==> config.mk <==
export PLATFORM = sky130hd
export DESIGN_NAME = grad_mag_sq
export DESIGN_NICKNAME = d
export VERILOG_FILES = /design/src/rtl/grad_mag_sq_pkg.sv /design/src/rtl/grad_mag_sq_pipe_stage_ctl.sv /design/src/rtl/grad_mag_sq.sv
export SDC_FILE = /design/constraint.sdc
export NUM_CORES = 1
export LEC_CHECK = 0
export ABC_AREA = 1
export BUFFER_PORTS_ARGS = -buffer_cell sky130_fd_sc_hd__buf_2
export CAP_MARGIN = 20
export CORE_ASPECT_RATIO = 0.9
export CORE_UTILIZATION = 60
export DETAILED_ROUTE_END_ITERATION = 6
export PLACE_DENSITY = 0.8
export SETUP_SLACK_MARGIN = 0.2
export SYNTH_ARGS = -nofsm -noshare
export SYNTH_HDL_FRONTEND = slang
export SYNTH_HIERARCHICAL = 1
export SYNTH_SLANG_ARGS = --single-unit
==> constraint.sdc <==
create_clock -name clk -period 11.9 [get_ports clk]
set_input_delay 1.19 -clock clk [delete_from_list [all_inputs] [get_ports clk]]
set_output_delay 1.19 -clock clk [all_outputs]
set_load 0.02 [all_outputs]
==> src/rtl/grad_mag_sq_pkg.sv <==
// Shared types and defaults for the gradient magnitude-squared path feeding sqrRoot.
package grad_mag_sq_pkg;

  localparam int unsigned GW_DEF = 16;
  localparam int unsigned OW_DEF = 32;
  localparam int unsigned CW_DEF = 16;

  localparam logic [OW_DEF-1:0] SAT_LIMIT = '1;

  typedef struct packed {
    logic sof;
    logic eol;
  } sideband_t;

endpackage

==> src/rtl/grad_mag_sq_pipe_stage_ctl.sv <==
// One pipeline stage's valid flag and advance enable; data registers live in the parent.
module pipe_stage_ctl (
  input  logic clk,
  input  logic rst,
  input  logic prev_valid,
  input  logic next_adv,
  output logic valid,
  output logic adv
);

  // A stage may load when it is empty or its content is moving on this edge.
  always_comb adv = !valid || next_adv;

  always_ff @(posedge clk) begin
    if (rst) begin
      valid <= 1'b0;
    end else if (adv) begin
      valid <= prev_valid;
    end
  end

endmodule

==> src/rtl/grad_mag_sq.sv <==
// gx^2 + gy^2 over a 3-stage valid/ready pipeline with bubble collapse and
// a saturation event counter for debug.
module grad_mag_sq
  import grad_mag_sq_pkg::*;
#(
  parameter int unsigned GW = GW_DEF,
  parameter int unsigned OW = OW_DEF,
  parameter int unsigned CW = CW_DEF
) (
  input  logic          clk,
  input  logic          rst,
  input  logic          in_valid,
  output logic          in_ready,
  input  logic [GW-1:0] in_gx,
  input  logic [GW-1:0] in_gy,
  input  logic          in_sof,
  input  logic          in_eol,
  output logic          out_valid,
  input  logic          out_ready,
  output logic [OW-1:0] out_magsq,
  output logic          out_sof,
  output logic          out_eol,
  output logic [CW-1:0] sat_count,
  input  logic          sat_clr
);

  localparam int unsigned SW = 2 * GW + 1;
  localparam logic [OW-1:0] MAG_MAX = '1;
  localparam logic [CW-1:0] CNT_MAX = '1;

  logic v1, v2, v3;
  logic adv1, adv2, adv3;

  pipe_stage_ctl u_s1 (
    .clk        (clk),
    .rst        (rst),
    .prev_valid (in_valid),
    .next_adv   (adv2),
    .valid      (v1),
    .adv        (adv1)
  );

  pipe_stage_ctl u_s2 (
    .clk        (clk),
    .rst        (rst),
    .prev_valid (v1),
    .next_adv   (adv3),
    .valid      (v2),
    .adv        (adv2)
  );

  pipe_stage_ctl u_s3 (
    .clk        (clk),
    .rst        (rst),
    .prev_valid (v2),
    .next_adv   (out_ready),
    .valid      (v3),
    .adv        (adv3)
  );

  always_comb begin
    in_ready  = adv1;
    out_valid = v3;
  end

  // Two's-complement magnitude; the most negative input maps to 2^(GW-1) unsigned.
  function automatic logic [GW-1:0] abs_u(input logic [GW-1:0] v);
    return v[GW-1] ? (~v + 1'b1) : v;
  endfunction

  logic [GW-1:0]   ax_q, ay_q;
  logic [2*GW-1:0] sqx_q, sqy_q;
  sideband_t       sb1_q, sb2_q, sb3_q;
  logic [SW-1:0]   sum;
  logic [OW-1:0]   mag_d, mag_q;
  logic            sat_d, sat_q;

  always_ff @(posedge clk) begin
    if (rst) begin
      ax_q  <= '0;
      ay_q  <= '0;
      sb1_q <= '0;
    end else if (adv1) begin
      ax_q  <= abs_u(in_gx);
      ay_q  <= abs_u(in_gy);
      sb1_q <= '{sof: in_sof, eol: in_eol};
    end
  end

  always_ff @(posedge clk) begin
    if (rst) begin
      sqx_q <= '0;
      sqy_q <= '0;
      sb2_q <= '0;
    end else if (adv2) begin
      sqx_q <= {{GW{1'b0}}, ax_q} * {{GW{1'b0}}, ax_q};
      sqy_q <= {{GW{1'b0}}, ay_q} * {{GW{1'b0}}, ay_q};
      sb2_q <= sb1_q;
    end
  end

  always_comb sum = {1'b0, sqx_q} + {1'b0, sqy_q};

  // Saturation logic only exists when the full sum can exceed the output width.
  generate
    if (SW > OW) begin : g_sat
      always_comb begin
        sat_d = |sum[SW-1:OW];
        mag_d = sat_d ? MAG_MAX : sum[OW-1:0];
      end
    end else begin : g_nosat
      always_comb begin
        sat_d = 1'b0;
        mag_d = OW'(sum);
      end
    end
  endgenerate

  always_ff @(posedge clk) begin
    if (rst) begin
      mag_q <= '0;
      sat_q <= 1'b0;
      sb3_q <= '0;
    end else if (adv3) begin
      mag_q <= mag_d;
      sat_q <= sat_d;
      sb3_q <= sb2_q;
    end
  end

  always_comb begin
    out_magsq = mag_q;
    out_sof   = sb3_q.sof;
    out_eol   = sb3_q.eol;
  end

  always_ff @(posedge clk) begin
    if (rst || sat_clr) begin
      sat_count <= '0;
    end else if (v3 && out_ready && sat_q && (sat_count != CNT_MAX)) begin
      sat_count <= sat_count + 1'b1;
    end
  end

endmodule

# After elaboration in Yosys (flattened, before gate mapping)
# Cells that the tools add are included.
# word_totals
in_bits	39
out_inout_bits	52
wordCells	38
regBits	154
# op_classes
bitwise_logic	2
n_eq_ne	1
n_mul	2
add_sub_neg	4
n_reduce_logical	10
muxes	3
# ops
cell	count
$mul A16 B16 Y32	2
$add A16 B1 Y16 const B	3
$add A32 B32 Y33	1
$mux W16	2
$mux W32	1
$not A16 Y16	2
$ne A16 B16 Y1 const B	1
$logic_or A1 B1 Y1	4
$logic_and A1 B1 Y1	3
$logic_not A1 Y1	3

# Longest topological paths before layout
# Gate-level depths: netlist of the first run.
# depth
ltp_word	4
mapped_depth	29
ltp_nobuf	27

# Cells and area by module
# Netlist of the first run, hierarchy kept.
# modules_own_cells
mod	cells_per_inst	area_per_inst_um2	instances	seq_area_each_um2
grad_mag_sq	3602	24526.0	1	2982.9
pipe_stage_ctl	5	42.5	3	20.0

# Worst setup path after synthesis of the first run
# OpenSTA, ideal clock, no wires.
# synth_path
path_type	register -> register
from	register ay_q[6]
to	register sqy_q[22]
setup_slack_ps	6563
path_stages_with_launch	24
t_arrival_ps	5222
required_time_ps	11785
setup_time_ps	115
synth_period_minus_slack_ps	5337
n_path_buf	2
path_cell_list	dfxtp_1 -> clkbuf_1 -> clkbuf_1 -> nand2_1 -> fa_1 -> fa_1 -> inv_1 -> fa_1 -> fa_1 -> fa_1 -> inv_1 -> fa_1 -> inv_1 -> ha_1 -> nand2_1 -> inv_1 -> a21oi_1 -> nand3_1 -> nand2_1 -> nand2_1 -> nand2_1 -> nand2_1 -> o21ai_0 -> inv_1
# synth_via
elab_chain_len	1
# synth_rtl
element	line_no	text
from (decl)	grad_mag_sq.sv:71	logic [GW-1:0] ax_q, ay_q;
from (signal assigned)	grad_mag_sq.sv:85	ay_q <= abs_u(in_gy);
$mul A16 B16 Y32	grad_mag_sq.sv:97	sqy_q <= {{GW{1'b0}}, ay_q} * {{GW{1'b0}}, ay_q};
to (signal assigned)	grad_mag_sq.sv:97	
to (decl)	grad_mag_sq.sv:72	logic [2*GW-1:0] sqx_q, sqy_q;
# Every way passes these cells.
# A chain may end at the register's enable or synchronous reset.

# Final worst setup path of the first run
# layout_path
from	register ax_q[3]
to	register sqx_q[23]
# layout_via
elab_chain_len	1
# layout_rtl
element	line_no	text
from (decl)	grad_mag_sq.sv:71	
from (signal assigned)	grad_mag_sq.sv:84	ax_q <= abs_u(in_gx);
$mul A16 B16 Y32	grad_mag_sq.sv:96	sqx_q <= {{GW{1'b0}}, ax_q} * {{GW{1'b0}}, ax_q};
to (signal assigned)	grad_mag_sq.sv:96	
to (decl)	grad_mag_sq.sv:72	
# Every way passes these cells.

==> impl_metrics.yaml, run 1 <==
power:
  p_sw_mw: 1.19
  power_frac_seq_pct: 26.7
  p_per_area_nw_per_um2: 98.8
  p_leak_nw: 16.6
  switching_share_pct: 46.4
  p_int_mw: 1.38
  ir_drop_mv: 0.144
  pwr-share-comb_pct: 52.1
  power.share.clock_pct: 21.2
logic_synthesis:
  seq_area_frac_synth_pct: 12.3
  synth_edf_count: 0
  synth_top_area_share_pct: 26.4
  synth_common_cells: "981 x inv_1, 907 x nand2_1, 364 x nor2_1"
  syn_nets: 4216
  ys_ff_latch: 152
  ys_warn_count: 6
  synth_top_area_cell: "fa_1"
  syn_area_um2: 24700
  synth-main-ff-cell: "dfxtp_1"
  synth-async-reset-ratio_pct: 0
  synthCells: 3617
  yosysUniqueCellTypes: 40
  synth_area_leaders: "fa_1 26%, inv_1 15%, nand2_1 14%, dfxtp_1 12%, ha_1 12%"
  yosysMostFrequentCell: "inv_1"
  avgSynthCellArea_um2: 6.82
final_layout:
  drive_gt1_share_pct: 4.43
  nFillCells: 3669
  antenna_cells: 0
  synthToLayoutAreaGrowth_pct: 5.33
  nNetsFinal: 4223
route:
  wirelength_um: 56900
  drt_first_pass_iters: 7
  drtAntennaViolNets: 0
  wl_per_cell_um: 13.6
  vias: 21100
  drt_first_iter_violations: 1674
  vias_per_cell: 5.05
  drc: 1
cts:
  hold_buffers: 0
  cts_setup_buffers: 0
  clk_transition_reported_paths_ns: 0.07
  cts_resized: 0
  cts_max_level: 4
  clock-sinks: 152
  cts_root_buf: "clkbuf_16"
  cts_made_buffers: 17
  insertion_delay_ns: 0.45
  cts.path.max_buffers: 2
  cts_tree: "yes"
timing:
  period_share_pct: 50.3
  tns_ns: 0
  skew_ns: 0.0125
  post-route-min-period_ns: 5.98
  maxSlewViolCount: 0
  hold_viol: 0
  rsz0062_at_grt: "no"
  relSlewSlack_pct: 29.5
  finalSetupViolations: 0
  max_freq_mhz: 167
  tightest_slew_ns: 1.06
  timing.final.ws_setup_ns: 5.92
global_route:
  grt_use_total_pct: 28.8
  grt_max_degree: 102
  grt_pass1_vias: 21100
  antenna_found_initial: 0
  grt_pass1_wl_um: 98800
  grt-ovfl-total: 0
worst_setup_path:
  cp_data_required_time_ns: 12.24
  slowest_stage: "dfxtp_1"
  worst-setup-path-type: "reg -> reg"
  startpoint_type: "flip-flop"
  cp-end-kind: "flip-flop"
  cp_max_fo: 17
  worstPathBufferInverterCount: 5
  max_stage_delay_ns: 0.82
  cp_top_family: "adder cells"
  worstPathCellList: "nand2_1, fa_1, fa_1, inv_1, fa_1, fa_1, fa_1, inv_1, fa_1, inv_1, ha_1, nand2_1, inv_1, a21oi_1, nand3_1, nand2_1, nand2_1, nand2_1, nand2_1, o21ai_0, inv_1"
  crit_arrival_ns: 6.33
die:
  core_area_um2: 40600
  die-width_um: 216
  fp-row-count: 70
  dieArea_um2: 41900
  start_util_pct: 60.8
  ios: 91
  fp.dieH_um: 194
placed_design:
  gp_congestion: 0.947
  dp_hpwl_um: 47300
  io_buffers: 90
  post-place-ws_ns: 6.00
status:
  status: "finished with violations"
  violations: "DRC"
job:
  drv_cap: 0
worst_hold_path:
  hp-class: "reg -> reg"
## routing by layer
| metal | up-vias | track usage [%] | part of all wire, % |
|---|---|---|---|
| li1 | 10600 | - | - |
| met1 | 9680 | 39.2 | 46 |
| met2 | 720 | 47.6 | 45 |
| met3 | 70 | 4.91 | 7.5 |
| met4 | 0 | 7.01 | 1.7 |
| met5 | - | 0 | 0 |
## registers in the layout (all words and copies together) (netlist names)
name and cells:
out_magsq 32, sqx_q 31, sqy_q 31, ax_q 16
ay_q 16, sat_count 16, sb1_q 2, sb2_q 2
out_eol 1, out_sof 1, sat_q 1, u_s1/valid 1
u_s2/valid 1, u_s3/valid 1
## metrics by stage
step / hold slack (ns) / cell area, µm² / power [mW] / util [%] / cells
4_1_cts: 0.484 / 26000 / 2.57 / 64.0 / 4177
5_1_grt: 0.497 / 26000 / 2.81 / 64.0 / 4177
2_1_floorplan: 0.446 / 24700 / 1.66 / - / 3617
3_3_place_gp: 0.459 / 25400 / 1.98 / 62.6 / 4145
6_report: 0.483 / 26000 / 2.57 / 64.0 / 4177
3_5_place_dp: 0.468 / 25400 / 2.02 / 62.6 / 4145
## kinds of logic after synthesis
family	synth area share [%]
AOI/OAI and AO/OA	6.28
xor gates and xnor gates	2.49
adders and majority gates	38.3
buffers and inverters	16.7
DFF	12.3
and+or+nand+nor	23.9
## worst paths after layout
| path | start | to | slack, ns | cells past startpoint |
|---|---|---|---|---|
| max reg2reg | ax_q[3] | sqx_q[23] | 5.92 | 21 |
| max | ax_q[3] | sqx_q[23] | 5.92 | 21 |
| min | sb2_q[1] | out_sof | 0.48 | 2 |
| min reg2reg | sb2_q[1] | out_sof | 0.48 | 2 |
## cell type report
| class | instances | area (µm²) | share of cell area [%] |
|---|---|---|---|
| flip-flops and latches | 152 | 3040 | 11.7 |
| clock inverters | 13 | 138 | 0.530 |
| multi-input cells | 2377 | 17500 | 67.4 |
| well taps | 540 | 676 | 2.60 |
| repair buffers | 95 | 488 | 1.88 |
| inverters | 981 | 3680 | 14.2 |
| clock buffers | 19 | 443 | 1.71 |
## worst min-delay path: cells and delay by family (launching register included)
kind	cells	cell delay, ns
flops	1	0.33
simple gates	2	0.13
## cells in the final DEF (no fill, tap or decap), types with 6 or more instances in the layout
cell type / count
nand2_1: 907
nand4_1: 17
ha_1: 235
inv_1: 981
or2_2: 6
o21bai_1: 16
clkbuf_16: 17
and2_1: 6
nand3_1: 119
xor2_1: 58
fa_1: 325
o21ai_2: 10
buf_2: 90
o21ai_0: 99
o221ai_1: 8
nor2_1: 364
dfxtp_1: 152
nor3_1: 33
a21oi_1: 109
xnor2_1: 12
## power groups by stage
stage,Clock (mW),Sequential (mW),Combinational [mW]
finish,0.544,0.686,1.34
CTS,0.550,0.684,1.33
global route,0.569,0.693,1.55
floorplan,0,0.671,0.993
detailed placement,0,0.695,1.32
global placement,0,0.692,1.29
Power figures use the tool's default switching activity.
==> inputs of run 2 (changes only) <==
- ABC_AREA: 1 -> 0
- clock period: 11.9 -> 5.82 ns (I/O delays scaled with it)
==> run 2 against run 1 <==
  * The flow finishes with violations (setup timing)
  * Area after synthesis shrank 11%
  * Largest cell class unchanged
  * Hold slack lost 0.12 ns
  * Sequential cell count is the same
  * Count of clock-buffer cells in the layout grew 1
  * Cell count shrank 21%
  * Sequential power grew 110%
  * Critical path type unchanged
  * First-iteration DRC count shrank 34%
  * Sequential share of layout area is essentially flat
==> impl_metrics.yaml, run 2 <==
logic_synthesis:
  yosysMostFrequentCell: "inv_1"
  ys_ff_latch: 152
  yosysUniqueCellTypes: 72
  seq_area_frac_synth_pct: 13.9
  synth_top_area_share_pct: 29.8
  synth_top_area_cell: "fa_1"
  synth-async-reset-ratio_pct: 0
  synth_area_leaders: "fa_1 30%, dfxtp_1 14%, ha_1 13%, inv_1 9.3%, nor2_1 3.8%"
  synth_edf_count: 0
  synth_common_cells: "539 x inv_1, 325 x fa_1, 235 x ha_1"
  syn_area_um2: 21900
  syn_nets: 3116
  synth-main-ff-cell: "dfxtp_1"
  ys_warn_count: 6
  synthCells: 2517
  avgSynthCellArea_um2: 8.68
global_route:
  grt_use_total_pct: 30.4
  grt_pass1_wl_um: 90400
  grt-ovfl-total: 0
  antenna_found_initial: 0
  grt_max_degree: 67
  grt_pass1_vias: 19200
cts:
  cts.path.max_buffers: 2
  clock-sinks: 152
  cts_made_buffers: 17
  clk_transition_reported_paths_ns: 0.07
  cts_max_level: 4
  insertion_delay_ns: 0.45
  cts_tree: "yes"
  cts_root_buf: "clkbuf_16"
timing:
  maxSlewViolCount: 0
  hold_viol: 0
  skew_ns: 0.0126
  rsz0062_at_grt: "yes"
  timing.final.ws_setup_ns: -0.366
  finalSetupViolations: 18
  max_freq_mhz: 162
  relSlewSlack_pct: 48.0
  post-route-min-period_ns: 6.19
  period_share_pct: 106
  tightest_slew_ns: 0.775
  tns_ns: -2.79
worst_setup_path:
  cp_data_required_time_ns: 6.20
  worst-r2r-setup-slack_ns: -0.37
  slowest_stage: "fa_1"
  worst-setup-path-type: "reg -> reg"
  startpoint_type: "flip-flop"
  crit_arrival_ns: 6.56
  reg2reg_to: "sqy_q[28]"
  r2r_cells: 25
  cp_common_cell: "fa_1"
  cp_max_fo: 4
  cp-end-kind: "flip-flop"
  max_stage_delay_ns: 0.54
  reg2reg_from: "ay_q[8]"
job:
  drv_cap: 0
worst_hold_path:
  hp-class: "in -> reg"
  min_path_cells: 3
  holdCritStartpoint: "in_valid"
  hold_path_end: "u_s1/valid"
status:
  violations: "setup timing"
  status: "finished with violations"
final_layout:
  synthToLayoutAreaGrowth_pct: 21.5
  final_common_cell: "inv_1"
  nNetsFinal: 3432
  stdcell_area_um2: 26600
  largest_reg_flops: 32
  layout_common_cells: "505 x inv_1, 315 x fa_1, 259 x buf_4"
  antenna_cells: 0
  drive_gt1_share_pct: 23.1
placed_design:
  dpl_cell_area_um2: 24800
  io_buffers: 90
  gp_congestion: 0.929
  dp_hpwl_um: 42800
  post-place-ws_ns: -0.434
route:
  wl_per_cell_um: 16.7
  vias_per_cell: 5.52
  wirelength_um: 55300
  vias: 18300
  drc: 0
  drtAntennaViolNets: 0
  drt_first_pass_iters: 5
  drt_first_iter_violations: 1109
die:
  dieArea_um2: 37200
  die-width_um: 203
  ios: 91
  core_area_um2: 35500
  fp-row-count: 65
  fp.dieH_um: 183
  start_util_pct: 61.6
power:
  switching_share_pct: 43.7
  ir_drop_mv: 0.243
  p_per_area_nw_per_um2: 286
  pwr-share-comb_pct: 65.3
  p_int_mw: 4.28
  power.share.clock_pct: 16.2
  power_mw: 7.61
  p_leak_nw: 14.3
  power_frac_seq_pct: 18.5
  p_sw_mw: 3.33
## run 2: cell count changes in the layout (fill, tap and decap cells not counted), moves of 67 or more
cell,delta
nand3_1,-90
inv_1,-476
nand2_1,-714
buf_4,+254
nor2_1,-160
o21ai_0,-67
## run 2: final cells by class
type	instances	area, µm²
Clock buffer	20	478
Timing Repair Buffer	384	2830
Tap cell	469	587
Sequential cell	152	3120
Clock inverter	11	160
Fill cell	2454	8900
Inverter	539	2030
Multi-Input combinational cell	1739	17400
## run 2: worst max-delay path: cells and delay by family (launching register included)
kind,cells,cell delay (ns)
simple gates,4,0.75
compound gates,5,0.80
buf+inv,8,0.58
mux,1,0.31
fa+ha+maj,7,3.30
flops,1,0.35
## run 2: logic make-up after synthesis
logic type	after synthesis	share of synthesized area, %
flip-flops	152	13.9
AO/OA/AOI/OAI	324	10.1
multiplexers	56	2.58
AND/OR/NAND/NOR	673	14.3
adder cells (fa/ha/maj)	560	43.2
buffers and inverters	626	10.8
XOR/XNOR	126	5.05
## run 2: per-layer routing
layer | wire length (µm) | part of all wire, % | vias to the layer above | global-route usage (%)
li1 | - | - | 8564 | -
met1 | 22900 | 41 | 9074 | 39.0
met2 | 27700 | 50 | 566 | 52.3
met3 | 3640 | 6.6 | 86 | 6.11
met4 | 1070 | 1.9 | 0 | 8.06
met5 | 0 | 0 | - | 0
## run 2: per-stage QoR
stage,util (%),hold slack (ns),instances
after floorplan,-,0.449,2517
after global placement,69.8,0.465,3240
after detailed placement,69.8,0.468,3240
after CTS,73.0,0.353,3295
after global routing,74.9,0.371,3314
final,74.9,0.363,3314
## run 2: repair_timing
item,4_1_cts,5_1_grt
resized for setup,101,145
hold buffers,0,0
setup buffers,24,19
endpoints found under the setup margin,31,38
pin swaps,51,72
## run 2: worst max path at each step
stage	cells after the start	to	slack, ns	startpoint
3_3_place_gp	20	sqx_q[31]	-0.28	ax_q[10]
5_1_grt	25	sqy_q[28]	-0.52	ay_q[8]
4_1_cts	21	sqx_q[31]	-0.29	ax_q[3]
2_1_floorplan	23	sqx_q[31]	-0.02	ax_q[6]
6_report	25	sqy_q[28]	-0.37	ay_q[8]
3_5_place_dp	20	sqx_q[31]	-0.43	ax_q[10]
## run 2: power by group through the flow
stage / clock (mW) / combinational [mW] / sequential [mW]
2_1_floorplan: 0 / 2.88 / 1.44
3_3_place_gp: 0 / 4.08 / 1.42
3_5_place_dp: 0 / 4.23 / 1.42
4_1_cts: 1.23 / 4.52 / 1.40
5_1_grt: 1.28 / 5.47 / 1.42
6_report: 1.23 / 4.97 / 1.41
==> inputs of run 3 (changes only) <==
- HOLD_SLACK_MARGIN: default -> 0.08
- clock period: 5.82 -> 7.9 ns (I/O delays scaled with it)
==> run 3 against run 2 <==
  * The run now ends clean
  * Sequential cell count is the same
  * Clock power shrank 38%
  * Clock skew shrank 0.0027 ns
  * Setup slack gained 1.3 ns
  * Count of clock-buffer cells in the layout grew 3
  * Critical path type unchanged
  * Largest power group unchanged
==> impl_metrics.yaml, run 3 (synthesis results as in run 2) <==
worst_setup_path:
  worst-r2r-setup-slack_ns: 0.89
  r2r_cells: 23
  slowest_stage: "dfxtp_1"
  worstPathCellList: "and2_1, inv_1, fa_1, inv_1, fa_1, inv_1, fa_1, inv_1, fa_1, fa_1, inv_1, fa_1, inv_1, ha_1, a21oi_2, o211ai_1, a211o_1, a2111oi_4, nor4_1, o31ai_2, a21boi_1, or3_1, a31oi_1"
  reg2reg_from: "ax_q[5]"
  max_stage_delay_ns: 0.82
  cp-end-kind: "flip-flop"
  startpoint_type: "flip-flop"
  crit_arrival_ns: 7.38
  cp_data_required_time_ns: 8.26
  reg2reg_to: "sqx_q[31]"
  cp_max_fo: 18
  worst-setup-path-type: "reg -> reg"
final_layout:
  nNetsFinal: 3149
  utilization_pct: 65.3
  antenna_cells: 0
  synthToLayoutAreaGrowth_pct: 6.02
  largest_reg_flops: 32
  layout_common_cells: "539 x inv_1, 325 x fa_1, 235 x ha_1"
  drive_gt1_share_pct: 6.40
  final_common_cell: "inv_1"
power:
  p_leak_nw: 12.7
  p_per_area_nw_per_um2: 189
  power_mw: 4.38
  ir_drop_mv: 0.189
worst_hold_path:
  min_path_cells: 2
  hp-class: "reg -> reg"
  hold_path_end: "sqx_q[18]"
  holdCritStartpoint: "sqx_q[18]"
timing:
  rsz0062_at_grt: "no"
  finalSetupViolations: 0
  maxSlewViolCount: 0
  relSlewSlack_pct: 37.9
  tightest_slew_ns: 0.931
  post-route-min-period_ns: 7.01
  tns_ns: 0
  period_share_pct: 88.8
  hold_viol: 0
  skew_ns: 0.00984
  max_freq_mhz: 143
global_route:
  grt_max_degree: 86
  antenna_found_initial: 0
  grt_pass1_wl_um: 82200
  grt_pass1_vias: 17400
  grt-ovfl-total: 0
  grt_use_total_pct: 27.5
die:
  ios: 91
  fp.dieH_um: 183
  die-width_um: 203
  core_area_um2: 35500
  fp-row-count: 65
  dieArea_um2: 37200
  start_util_pct: 61.6
route:
  vias_per_cell: 5.55
  drc: 0
  drt_first_pass_iters: 6
  wl_per_cell_um: 15.8
  wirelength_um: 47900
  vias: 16800
  drt_first_iter_violations: 1252
  drtAntennaViolNets: 0
cts:
  insertion_delay_ns: 0.45
  clk_transition_reported_paths_ns: 0.06
  cts_setup_buffers: 0
  cts_root_buf: "clkbuf_16"
  cts_tree: "yes"
  cts.path.max_buffers: 2
  clock-sinks: 152
  cts_max_level: 4
  cts_made_buffers: 17
  cts_resized: 0
  hold_buffers: 0
job:
  drv_cap: 0
placed_design:
  dp_hpwl_um: 38800
  gp_congestion: 0.922
  io_buffers: 90
status:
  status: "finished clean"
run 3: final cells by class:
type	count	area (µm²)
fill	2927	12300
tap	469	587
clock buffer	23	478
clock inverter	7	46.3
sequential	152	3040
multi-input combinational	1739	16500
timing repair buffer	101	536
inverter	539	2020
run 3: worst max path at each step:
stage / start / slack (ns) / to
floorplan: ax_q[4] / 1.61 / sqx_q[31]
global placement: ax_q[9] / 1.11 / sqx_q[31]
detailed placement: ax_q[5] / 0.96 / sqx_q[31]
CTS: ax_q[9] / 0.93 / sqx_q[31]
global route: ay_q[2] / 0.41 / sqy_q[31]
finish: ax_q[5] / 0.89 / sqx_q[31]
run 3: worst max-delay path: cells and delay by family, from the launching register on:
family | cells | cell delay (ns)
fa+ha+maj | 7 | 3.27
buf+inv | 6 | 0.32
simple gates | 3 | 0.81
compound gates | 7 | 1.69
flops | 1 | 0.82
run 3: power breakdown:
| group | internal [mW] | switching, mW |
|---|---|---|
| registers | 0.917 | 0.142 |
| logic | 1.05 | 1.51 |
| clock network | 0.422 | 0.341 |
| total | 2.39 | 1.99 |
run 3: metal layers:
layer	vias to the layer above	global-route usage, %	part of all wire (%)
li1	7988	-	-
met1	8301	36.8	44
met2	463	45.5	48
met3	70	5.31	6.2
met4	0	7.37	2.1
met5	-	0	0
run 3: stage by stage:
stage	std cells	cell area, µm²	worst slack, ns	hold WS (ns)
after global placement	3000	22600	1.11	0.461
final	3030	23200	0.888	0.478
after floorplan	2517	21900	1.61	0.449
after global routing	3030	23200	0.412	0.497
after CTS	3030	23200	0.929	0.477
after detailed placement	3000	22600	0.956	0.466
